File: src/rtl/bcd_convert_arbiter.sv
// Shared binary-to-BCD engine: round-robin grant between two requesters, 32-step double-dabble, 33 cycles grant-to-done.
// Requesters hold req and operand until their done; the loser of a tie waits for the next IDLE sample.
module bcd_convert_arbiter #(
   parameter int WIDTH  = 32,
   parameter int DIGITS = 8
) (
   input  logic                  clk,
   input  logic                  rst_n,
   input  logic                  req0,
   input  logic [WIDTH-1:0]      bin0,
   input  logic                  req1,
   input  logic [WIDTH-1:0]      bin1,
   output logic                  busy,
   output logic                  done,
   output logic                  done_id,
   output logic [4*DIGITS-1:0]   bcd_out
);

   localparam int ACCW = 4 * (DIGITS + 2);
   localparam int CNTW = $clog2(WIDTH + 1);

   typedef enum logic [1:0] {IDLE, SHIFT, DONE} state_t;

   state_t            state, state_nxt;
   logic [ACCW-1:0]   acc, acc_adj;
   logic [WIDTH-1:0]  bin_sr;
   logic [CNTW-1:0]   step;
   logic              grant, last_grant, grant_nxt;
   logic              load, last_step;

   // On a tie the requester that did not win last time gets the engine.
   assign grant_nxt = (req0 && req1) ? ~last_grant : req1;
   assign last_step = (step == CNTW'(WIDTH - 1));
   assign busy      = (state != IDLE);

   always_ff @(posedge clk) begin
      if (!rst_n) state <= IDLE;
      else        state <= state_nxt;
   end

   always_comb begin
      state_nxt = state;
      load      = 1'b0;
      case (state)
         IDLE:    if (req0 || req1) begin
                     load      = 1'b1;
                     state_nxt = SHIFT;
                  end
         SHIFT:   if (last_step) state_nxt = DONE;
         DONE:    state_nxt = IDLE;
         default: state_nxt = IDLE;
      endcase
   end

   always_comb begin
      acc_adj = acc;
      for (int d = 0; d < DIGITS + 2; d++) begin
         if (acc[4*d +: 4] >= 4'd5) acc_adj[4*d +: 4] = acc[4*d +: 4] + 4'd3;
      end
   end

   always_ff @(posedge clk) begin
      if (!rst_n) begin
         acc        <= '0;
         bin_sr     <= '0;
         step       <= '0;
         grant      <= 1'b0;
         last_grant <= 1'b1;
         done       <= 1'b0;
         done_id    <= 1'b0;
         bcd_out    <= '0;
      end else begin
         done <= 1'b0;
         case (state)
            IDLE: if (load) begin
                     bin_sr     <= grant_nxt ? bin1 : bin0;
                     acc        <= '0;
                     step       <= '0;
                     grant      <= grant_nxt;
                     last_grant <= grant_nxt;
                  end
            SHIFT: begin
                     acc    <= {acc_adj[ACCW-2:0], bin_sr[WIDTH-1]};
                     bin_sr <= bin_sr << 1;
                     step   <= step + CNTW'(1);
                  end
            // Digits above DIGITS-1 are dropped so the result wraps mod 10^DIGITS.
            DONE: begin
                     bcd_out <= acc[4*DIGITS-1:0];
                     done    <= 1'b1;
                     done_id <= grant;
                  end
            default: ;
         endcase
      end
   end

endmodule

File: config.mk
export PLATFORM = sky130hd
export DESIGN_NAME = bcd_convert_arbiter
export DESIGN_NICKNAME = d
export VERILOG_FILES = /design/src/rtl/bcd_convert_arbiter.sv
export SDC_FILE = /design/constraint.sdc
export NUM_CORES = 1
export LEC_CHECK = 0
export CAP_MARGIN = 5
export CORE_ASPECT_RATIO = 1.75
export CORE_MARGIN = 4
export CORE_UTILIZATION = 56
export DETAILED_ROUTE_END_ITERATION = 7
export PLACE_DENSITY = 0.85
export SLEW_MARGIN = 20
export SYNTH_ARGS = -nofsm -noshare
export SYNTH_HDL_FRONTEND = slang
export SYNTH_SLANG_ARGS = --single-unit
File: constraint.sdc
create_clock -name clk -period 3.45 [get_ports clk]
set_input_delay 0.69 -clock clk [delete_from_list [all_inputs] [get_ports clk]]
set_output_delay 0.69 -clock clk [all_outputs]
set_load 0.005 [all_outputs]
# Word level (Yosys, flattened, before mapping)
# Index checks and enable logic that the tools add are counted.
# totals
rom_bits	0
out_inout_bits	35
memories	0
register_bits	116
word_cells	69
mem_bits_rw	0
latch_bits	0
input_bits	68
# classes
multipliers	0
muxes	24
div_mod_pow	0
n_bitwise	1
addsub	11
n_eq_ne	6
order_cmp	10
shifts	0
reduce_logical	8
# op_table
operator	count
$pmux 40 s2	1
$mux 32	2
$pmux 32 s2	1
$ge 4x3->1 const B	10
$mux 40	1
$add 4x2->4 const B	9
$mux 4	9
$pmux 6 s2	1
$add 6x1->6 const B	1
$eq 6x5->1 const B	1
$mux 6	1
$ne 2x2->1 const B	3
$reduce_and 2->1	3
$mux 1	4
$mux 2	2
$pmux 2 s2	1
$reduce_bool 2->1	2
$add 3x2->3 const B	1
$mux 3	1
$eq 2x1->1 const B	1
$eq 2x2->1 const B	1
$logic_not 2->1	1
$logic_and 1x1->1	1
$logic_or 1x1->1	1
$not 1->1	1

# Logic depth before layout (Yosys ltp)
# Gate-level depths: netlist of run 1.
# depth
word_depth	5
ltp_mapped	6
mapped_depth_nobuf	5

# Least setup slack after synthesis of run 1
# No wires, ideal clock.
# synth_path
path_kind	input port to flip-flop
startpoint	input port rst_n
endpoint	register bin_sr[10]
setup_time_ns	0.130
arrival_ns	1.628
path_slack_ns	1.691
n_path_buf	3
stages	5
required_ns	3.320
cell_sequence	buf_2 -> inv_1 -> clkbuf_1 -> buf_1 -> o22ai_1
# synth_rtl
item	line_no	text
start, declared	8	input logic rst_n,
end signal, assigned	76	bin_sr <= grant_nxt ? bin1 : bin0;
end signal, assigned	84	bin_sr <= bin_sr << 1;
end, declared	26	logic [WIDTH-1:0] bin_sr;
# No word-level cell between the ends.

# Final worst setup path of run 1
# layout_path
startpoint	register state[0]
endpoint	output port busy
# layout_between
elab_chain_len	1
# layout_rtl
item	line_no	text
start, declared	24	state_t state, state_nxt;
start signal, assigned	38	else state <= state_nxt;
$reduce_bool 2->1	34	assign busy = (state != IDLE);
end, declared	13	output logic busy,
# No other way between the ends.

==> out/summary.txt, run 1 <==
Clk Latency, worst-skew pair -> 350 ps
post-route ant nets -> 0
Clock Sinks -> 108
RSZ-0062 raised after global routing -> false
critical path startpoint category -> register
CP top delay family -> flip-flops
layout cells sized above 1 -> 5.022%
Yosys warnings -> 0
cell taking the most area after synthesis -> dfxtp_1
Setup-failing EPs final -> 0
initial antenna violation count -> 0
nature of the critical path endpoint -> primary output
DR iter-0 viols -> 405
crit-path cells -> nor2_2, inv_2, clkdlybuf4s50_1
most frequent cell after synthesis -> dfxtp_1
Hold Path Class -> register to register
WP buf/inv -> 2
Slew Limit Fails -> 0
Die Span X -> 82.32 um
Max transition margin -> 30.05%
ANT cells -> 0
Reg clk slew, reported paths -> 70 ps
Critical Path AT -> 2010 ps
Placement Setup Slack -> 727.4 ps
Post-synth ARST share -> 0%
Worst-Margin Slew -> 1049 ps
kind of critical path -> register to primary output
crit path time final -> 2698 ps
Post-CTS Setup Bufs -> 0
fin nets -> 777
GR Overflow Total -> 0
Initial Utilization -> 57.17%
number of global-route vias before repair -> 4908
Pre-antenna DRT Iters -> 5
PnR worst setup slack -> 751.9 ps
IO buf count -> 102
Layout Skew -> 5.021 ps
PD cells -> 421.6 mW/mm2
number of enable flip-flop cells after synthesis -> 0
routed vias -> 5023
Top FF cell, synth -> dfxtp_1
synth top area cells -> dfxtp_1, mux2i_1, nand2_1
final hold vios -> 0
slowest cell on the critical path -> dfxtp_1
CP startpoint -> state[0]
Setup TNS -> 0 ps
status -> finished, final reports clean
crit-path max cell delay -> 880 ps
# IOs -> 103
placed inst area -> 0.006436 mm2
post-synthesis sequential area ratio -> 39.94%
max_cap viols -> 0
most instantiated cells after synthesis -> dfxtp_1, nand2_1, a21oi_1, clkbuf_1, o211ai_1
reg2reg path depth -> 4
Final Wtd Congestion -> 0.8529
die span in y -> 138.1 um
Resize count post-CTS -> 0
Fillers -> 727
Netlist Area Pre-Place -> 0.005413 mm2
Seq cells post-synth -> 108
Crit path depth -> 3
maximum VDD drop -> 0.2978 mV
H-tree levels -> 3
WL final -> 13460 um
vias per std cell -> 6.133
fin area -> 0.006810 mm2
CTS tree -> yes
Root Driver -> clkbuf_16
CTS Buf Count -> 9
largest net degree at the start of global routing -> 60
Final HPWL DP -> 9159 um
Syn Inst Count -> 628
DRC -> 0
Avg Synthesized Cell Area -> 8.619 um2
period utilisation layout -> 78.21%
Worst R2R Start -> state[0]
Crit Path Max Fanout -> 16
die area -> 0.01136 mm2
drt wl/cell -> 16.43 um
Critical Path End -> busy
CP required -> 2760 ps
post-synth net total -> 713
Pleak -> 2.264 nW
Yosys cell types -> 41
buffer depth of the longest clock path -> 2
area grow syn2layout -> 25.82%
R2R Setup Slk -> 1010 ps
Synth top area share -> 39.94%
total track usage -> 24.01%
core area -> 0.009468 mm2
post-cts hold buffer count -> 0
number of core rows -> 47
FF-to-FF End -> acc[1]
first-pass GRT wire length -> 22100 um
Fmax -> 370.6 MHz
==> cell type report <==
class | instances | area, um2 | area share [%]
clock buffer | 10 | 239.0 | 3.509
clock inverter | 6 | 135.1 | 1.984
inverter | 20 | 75.07 | 1.102
multi-input combinational | 440 | 2929 | 43.01
sequential | 108 | 2163 | 31.77
tap | 122 | 152.6 | 2.241
timing repair buffer | 113 | 1116 | 16.39
==> power breakdown <==
group | switching, mW | internal (mW) | total (mW)
Clock | 0.455 | 0.802 | 1.26
Sequential | 0.0369 | 1.29 | 1.32
Combinational | 0.142 | 0.149 | 0.290
==> state kept, by name, summed over array words and instances, names as in the netlist <==
register    cells
step            6
grant           1
bin_sr         32
state           2
bcd_out        32
done            1
last_grant      1
acc            32
done_id         1
==> cells by family (layout without fill, tap and decap cells) <==
group                      after synthesis  after routing  synth area share [%]
AOI/OAI and AO/OA                      205            205                 26.56
muxes                                   33             33                 6.103
DFF                                    108            108                 39.94
adders and majority gates               17             17                 3.930
and+or+nand+nor                        178            178                 15.88
xor gates and xnor gates                 7              7                 1.133
buffers and inverters                   80            149                 6.449
==> layout by cell type, fill, tap and decap left out, types with 7 or more instances in the layout <==
cell,count
dfxtp_1,107
clkdlybuf4s50_1,102
nand2_1,86
a21oi_1,47
o211ai_1,34
mux2i_1,33
o22ai_1,33
and2_1,31
a221oi_1,31
o21ai_0,20
inv_1,18
ha_1,17
a2111o_1,16
nand2b_1,13
nor2_1,12
nand3_1,11
buf_4,10
a211oi_1,9
clkbuf_16,9
nand4_1,8
o32ai_1,7
or3_1,7
==> worst min-delay path: cells and delay by family, from the launching register on <==
| family | cells | cell delay [ps] |
|---|---|---|
| flops | 1 | 310 |
| compound gates | 1 | 50 |
| simple gates | 1 | 50 |
==> per-layer routing <==
layer | vias up | GRT usage (%) | part of all wire (%)
met3 | 38 | 5.273 | 6.5
li1 | 2443 | - | -
met2 | 216 | 41.58 | 54
met4 | 0 | 10.86 | 3.1
met5 | - | 0 | 0
met1 | 2326 | 27.05 | 37
==> worst min-delay path by stage <==
stage / from / to / slack, ps / cells past startpoint
4_1_cts: bcd_out[31] / bcd_out[31] / 460 / 2
5_1_grt: bcd_out[2] / bcd_out[2] / 470 / 2
3_5_place_dp: bcd_out[31] / bcd_out[31] / 450 / 2
2_1_floorplan: grant / done_id / 430 / 2
6_report: bcd_out[31] / bcd_out[31] / 450 / 2
3_3_place_gp: bcd_out[28] / bcd_out[28] / 440 / 2
==> stage by stage <==
stage                     util, %  hold WS, ps  instances  power, mW
after global placement      67.98        442.5        803      1.625
final                       71.93        452.9        819      2.871
after floorplan                 -        428.4        628      1.511
after CTS                   71.93        455.7        819      2.884
after global routing        71.93        469.4        819      2.960
after detailed placement    67.98        446.5        803      1.637
No activity file was read; power rests on OpenSTA's default activity.
==> inputs of run 2 (changes only) <==
--- a/config.mk
+++ b/config.mk
@@ -8,9 +8,9 @@
 export CAP_MARGIN = 5
 export CORE_ASPECT_RATIO = 1.75
 export CORE_MARGIN = 4
-export CORE_UTILIZATION = 56
+export CORE_UTILIZATION = 52
 export DETAILED_ROUTE_END_ITERATION = 7
-export PLACE_DENSITY = 0.85
+export PLACE_DENSITY = 0.8
 export SLEW_MARGIN = 20
 export SYNTH_ARGS = -nofsm -noshare
 export SYNTH_HDL_FRONTEND = slang
==> constraint.sdc (replaced) <==
create_clock -name clk -period 2.6 [get_ports clk]
set_input_delay 0.52 -clock clk [delete_from_list [all_inputs] [get_ports clk]]
set_output_delay 0.52 -clock clk [all_outputs]
set_load 0.005 [all_outputs]
==> run 2 against run 1 <==
  * Clock power rose by 38%
  * Sequential power rose by 33%
  * Register-to-register slack got worse by 330 ps
  * Via count fell by 1.5%
  * Wire length fell by 1.2%
  * Non-clock buffer count rose by 6
  * Global-route usage fell by 1.9 points
  * Cell area rose by 1.3%
  * Critical endpoint unchanged
  * Largest power group unchanged
==> out/summary.txt, run 2 (same netlist as run 1, synthesis figures left out) <==
status -> finished, final reports clean (unchanged)
Regs by FF count -> acc (32), bcd_out (32), bin_sr (32) (unchanged)
Layout Skew -> 5.733 ps (was 5.021 ps)
CP required -> 2080 ps (was 2760 ps)
Clock Sinks -> 108 (unchanged)
Fmax -> 430.6 MHz
slowest cell on the critical path -> dfxtp_2 (was dfxtp_1)
R2R Setup Slk -> 680 ps (was 1010 ps)
Die Span X -> 85.13 um (was 82.32 um)
Final HPWL DP -> 9396 um (was 9159 um)
Min Hold Slack -> 453.4 ps (was 452.9 ps)
Reg clk slew, reported paths -> 70 ps (about the same)
ANT cells -> 0 (unchanged)
Placed Instances -> 814 (was 803)
die area -> 0.01217 mm2 (was 0.01136 mm2)
CTS Buf Count -> 9 (unchanged)
kind of critical path -> register to primary output (unchanged)
most frequent cells in the layout -> dfxtp_1, clkdlybuf4s50_1, nand2_1 (unchanged)
Post-CTS Setup Bufs -> 0 (unchanged)
Pre-antenna DRT Iters -> 4 (was 5)
Root Driver -> clkbuf_16 (unchanged)
initial antenna violation count -> 0 (unchanged)
WP buf/inv -> 2 (unchanged)
core area -> 0.01024 mm2 (was 0.009468 mm2)
crit-path max cell delay -> 700 ps (was 880 ps)
crit path time final -> 2323 ps
WL final -> 13290 um (was 13460 um)
area grow syn2layout -> 27.49% (was 25.82%)
Worst-Margin Slew -> 685.6 ps (was 1049 ps)
most common cell after layout, fill and taps aside -> dfxtp_1 (unchanged)
CP top delay family -> flip-flops (unchanged)
buffer depth of the longest clock path -> 2 (unchanged)
DR iter-0 viols -> 327 (was 405)
number of core rows -> 49 (was 47)
Core Util, Final -> 67.40% (was 71.93%)
largest net degree at the start of global routing -> 60 (unchanged)
fin area -> 0.006900 mm2 (was 0.006810 mm2)
drt wl/cell -> 16.01 um (was 16.43 um)
Slew Limit Fails -> 0 (unchanged)
# IOs -> 103 (unchanged)
Crit Path Max Fanout -> 29 (was 16)
Final Wtd Congestion -> 0.8892 (was 0.8529)
first-pass GRT wire length -> 22190 um (was 22100 um)
placed inst area -> 0.006513 mm2 (was 0.006436 mm2)
DRC -> 0 (unchanged)
Critical Path AT -> 1800 ps (was 2010 ps)
H-tree levels -> 3 (unchanged)
hold depth -> 2 (unchanged)
Initial Utilization -> 52.87% (was 57.17%)
Max transition margin -> 53.99% (was 30.05%)
reg2reg path depth -> 5 (was 4)
Clk Latency, worst-skew pair -> 350 ps (about the same)
IO buf count -> 102 (unchanged)
routed vias -> 4946 (was 5023)
post-route ant nets -> 0 (unchanged)
GR Overflow Total -> 0 (unchanged)
maximum VDD drop -> 0.3567 mV (was 0.2978 mV)
layout cells sized above 1 -> 5.832% (was 5.022%)
critical path startpoint category -> register (unchanged)
Resize count post-CTS -> 0 (unchanged)
CTS tree -> yes (unchanged)
vias per std cell -> 5.959 (was 6.133)
hold endpoint -> bcd_out[31] (unchanged)
period utilisation layout -> 89.33%
post-cts hold buffer count -> 0 (unchanged)
Hold Path Class -> register to register (unchanged)
total track usage -> 22.15% (was 24.01%)
min-delay src -> bcd_out[31] (unchanged)
FF-to-FF End -> bin_sr[6] (was acc[1])
max_cap viols -> 0 (unchanged)
Non-Filler Instances -> 830 (was 819)
die span in y -> 143.0 um (was 138.1 um)
crit-path cells -> nor2_2, inv_2, clkdlybuf4s50_1 (unchanged)
Pleak -> 2.310 nW (was 2.264 nW)
PD cells -> 563.3 mW/mm2 (was 421.6 mW/mm2)
final hold vios -> 0 (unchanged)
number of global-route vias before repair -> 5003 (was 4908)
Setup TNS -> 0 ps (unchanged)
fin nets -> 783 (was 777)
nature of the critical path endpoint -> primary output (unchanged)
Setup-failing EPs final -> 0 (unchanged)
Worst R2R Start -> state[0] (unchanged)
RSZ-0062 raised after global routing -> false (unchanged)
run 2: cell types whose count changed in the layout (fill, tap and decap cells not counted), sizes merged:
cell	delta
buf	+6
bufinv	+1
clkbuf	-1
clkinv	+1
clkinvlp	-1
run 2: area by class of cell:
| class | count | area, um2 |
|---|---|---|
| Fill cell | 840 | 3338 |
| Multi-Input combinational cell | 440 | 2929 |
| Sequential cell | 108 | 2163 |
| Timing Repair Buffer | 119 | 1186 |
| Clock buffer | 9 | 225.2 |
| Clock inverter | 7 | 162.7 |
| Tap cell | 127 | 158.9 |
| Inverter | 20 | 75.07 |
run 2: per-stage QoR:
| stage | total power [mW] | setup slack (ps) |
|---|---|---|
| 2_1_floorplan | 2.006 | 1011 |
| 3_3_place_gp | 2.170 | 463.8 |
| 3_5_place_dp | 2.183 | 409.7 |
| 4_1_cts | 3.909 | 268.4 |
| 5_1_grt | 4.022 | 156.9 |
| 6_report | 3.887 | 277.4 |
run 2: worst min-delay path, delay by kind of cell (launching register included):
kind             cells  cell delay, ps
flip-flops           1             310
AND/OR/NAND/NOR      1              50
AO/OA/AOI/OAI        1              50
run 2: layer usage:
| metal | vias to the layer above | part of all wire, % | global-route usage [%] |
|---|---|---|---|
| li1 | 2454 | - | - |
| met2 | 136 | 54 | 40.04 |
| met3 | 30 | 5.0 | 4.157 |
| met1 | 2326 | 38 | 23.48 |
| met4 | 0 | 2.8 | 13.09 |
| met5 | - | 0 | 0 |
run 2: worst max-delay path by stage:
stage	to	start	cells after the start
global placement	bin_sr[27]	req1	5
floorplan	bin_sr[10]	rst_n	5
finish	busy	state[1]	3
global route	busy	state[1]	3
detailed placement	bin_sr[27]	req1	5
CTS	busy	state[1]	3
run 2: where the power goes:
group / switching, mW / internal (mW) / leakage [nW] / total, mW
sequential: 0.0402 / 1.71 / 0.877 / 1.75
combinational: 0.194 / 0.206 / 1.25 / 0.399
clock: 0.607 / 1.13 / 0.186 / 1.74
total: 0.841 / 3.05 / 2.31 / 3.89
==> inputs of run 3 (changes only) <==
--- a/config.mk
+++ b/config.mk
@@ -8,10 +8,11 @@
 export CAP_MARGIN = 5
 export CORE_ASPECT_RATIO = 1.75
 export CORE_MARGIN = 4
-export CORE_UTILIZATION = 52
+export CORE_UTILIZATION = 61
 export DETAILED_ROUTE_END_ITERATION = 7
-export PLACE_DENSITY = 0.8
-export SLEW_MARGIN = 20
+export DONT_BUFFER_PORTS = 1
+export GPL_TIMING_DRIVEN = 1
+export PLACE_DENSITY = 0.77
 export SYNTH_ARGS = -nofsm -noshare
 export SYNTH_HDL_FRONTEND = slang
 export SYNTH_SLANG_ARGS = --single-unit
==> run 3 against run 2 <==
  * Sequential power about the same
  * Cell area decreased by 17%
  * Via count shrank 9.1%
  * Critical path depth fell by 1
  * Utilization down 1.4 points
  * Combinational power is 32% lower
  * Worst setup slack improved by 310 ps
  * Hold slack worse by 190 ps
  * Clock power down 23%
  * Critical path type unchanged
  * Critical endpoint unchanged
==> out/summary.txt, run 3 (same netlist as run 1, synthesis figures left out) <==
core area -> 0.008671 mm2 (was 0.01024 mm2)
post-route ant nets -> 0 (unchanged)
# IOs -> 103 (unchanged)
hold depth -> 1 (was 2)
total track usage -> 23.49% (was 22.15%)
Pre-antenna DRT Iters -> 4 (unchanged)
R2R Setup Slk -> 680 ps (about the same)
number of core rows -> 45 (was 49)
CTS Buf Count -> 9 (unchanged)
Die Span X -> 79.21 um (was 85.13 um)
Final HPWL DP -> 8560 um (was 9396 um)
placed inst area -> 0.005436 mm2 (was 0.006513 mm2)
most common cell after layout, fill and taps aside -> dfxtp_1 (unchanged)
reg2reg path depth -> 4 (was 5)
Fmax -> 497.0 MHz (was 430.6 MHz)
maximum VDD drop -> 0.3837 mV (was 0.3567 mV)
Crit Path Max Fanout -> 45 (was 29)
most frequent cells in the layout -> dfxtp_1, nand2_1, a21oi_1 (was dfxtp_1, clkdlybuf4s50_1, nand2_1)
status -> finished, final reports clean (unchanged)
number of global-route vias before repair -> 4360 (was 5003)
Post-CTS Setup Bufs -> 0 (unchanged)
Setup TNS -> 0 ps (unchanged)
Core Util, Final -> 65.97% (was 67.40%)
post-cts hold buffer count -> 0 (unchanged)
Root Driver -> clkbuf_16 (unchanged)
drt wl/cell -> 17.13 um (was 16.01 um)
Slew Limit Fails -> 0 (unchanged)
layout cells sized above 1 -> 6.030% (was 5.832%)
die span in y -> 132.6 um (was 143.0 um)
DRC -> 0 (unchanged)
DR iter-0 viols -> 312 (was 327)
max_cap viols -> 0 (unchanged)
IO buf count -> 0 (was 102)
kind of critical path -> register to primary output (unchanged)
GR Overflow Total -> 0 (unchanged)
nature of the critical path endpoint -> primary output (unchanged)
fin nets -> 677 (was 783)
CTS tree -> yes (unchanged)
period utilisation layout -> 77.39% (was 89.33%)
PD cells -> 586.2 mW/mm2 (was 563.3 mW/mm2)
Final Wtd Congestion -> 0.8718 (was 0.8892)
WL final -> 12230 um (was 13290 um)
Initial Utilization -> 62.42% (was 52.87%)
Clk Latency, worst-skew pair -> 350 ps (about the same)
Pleak -> 1.868 nW (was 2.310 nW)
Max transition margin -> 40.20% (was 53.99%)
critical path startpoint category -> register (unchanged)
largest net degree at the start of global routing -> 60 (unchanged)
Clock Sinks -> 108 (unchanged)
Worst R2R Start -> state[1] (was state[0])
H-tree levels -> 3 (unchanged)
Reg clk slew, reported paths -> 70 ps (about the same)
Critical Path AT -> 1490 ps (was 1800 ps)
buffer depth of the longest clock path -> 2 (unchanged)
CP required -> 2080 ps (about the same)
Non-Filler Instances -> 714 (was 830)
RSZ-0062 raised after global routing -> false (unchanged)
crit path time final -> 2012 ps (was 2323 ps)
final hold vios -> 0 (unchanged)
Hold Path Class -> input pin to register (was register to register)
min-delay src -> rst_n (was bcd_out[31])
Setup-failing EPs final -> 0 (unchanged)
Fillers -> 772 (was 840)
vias per std cell -> 6.298 (was 5.959)
first-pass GRT wire length -> 20310 um (was 22190 um)
initial antenna violation count -> 0 (unchanged)
area grow syn2layout -> 5.687% (was 27.49%)
Regs by FF count -> acc (32), bcd_out (32), bin_sr (32) (unchanged)
Layout Skew -> 5.007 ps (was 5.733 ps)
hold endpoint -> last_grant (was bcd_out[31])
Final Power -> 3.354 mW (was 3.887 mW)
Worst-Margin Slew -> 891.0 ps (was 685.6 ps)
Placed Instances -> 698 (was 814)
ANT cells -> 0 (unchanged)
routed vias -> 4497 (was 4946)
die area -> 0.01050 mm2 (was 0.01217 mm2)
FF-to-FF End -> bcd_out[2] (was bin_sr[6])
Resize count post-CTS -> 0 (unchanged)
fin area -> 0.005720 mm2 (was 0.006900 mm2)
-- run 3: how the worst max path moves through the flow --
stage / slack (ps) / end / startpoint / cells after the start
floorplan: 1010 / bin_sr[10] / rst_n / 5
global placement: 720 / bcd_out[0] / state[1] / 4
detailed placement: 700 / bin_sr[16] / state[1] / 4
CTS: 600 / busy / state[1] / 2
global route: 460 / step[3] / state[0] / 5
finish: 590 / busy / state[1] / 2
-- run 3: final cells by class --
cell class / instances / area (um2) / share of cell area (%)
timing repair buffer: 13 / 122.6 / 2.143
multi-input combinational: 440 / 2929 / 51.20
inverter: 20 / 75.07 / 1.312
clock inverter: 6 / 55.05 / 0.9624
clock buffer: 10 / 229.0 / 4.003
tap: 117 / 146.4 / 2.559
sequential: 108 / 2163 / 37.82
-- run 3: worst max-delay path: stages (launching register included) --
cell     delay (ps)
dfxtp_2         860
nor2_2          130
inv_2           150
-- run 3: layer usage --
layer	up-vias	track usage [%]	wire length (um)
met2	116	41.18	6462
met1	2122	27.24	4847
met4	0	10.13	323
li1	2237	-	-
met5	-	0	0
met3	22	4.564	598
-- run 3: where the power goes --
| part | leakage [nW] | internal, mW | switching (mW) |
|---|---|---|---|
| sequential | 0.877 | 1.71 | 0.0407 |
| clock | 0.146 | 0.739 | 0.597 |
| combinational | 0.844 | 0.113 | 0.157 |
| total | 1.87 | 2.56 | 0.795 |
-- run 3: per-stage QoR --
step	worst slack, ps	hold WS, ps
2_1_floorplan	1011	428.4
3_5_place_dp	700.1	463.8
6_report	587.8	261.3
4_1_cts	599.2	248.4
5_1_grt	463.8	246.6
3_3_place_gp	716.6	448.5
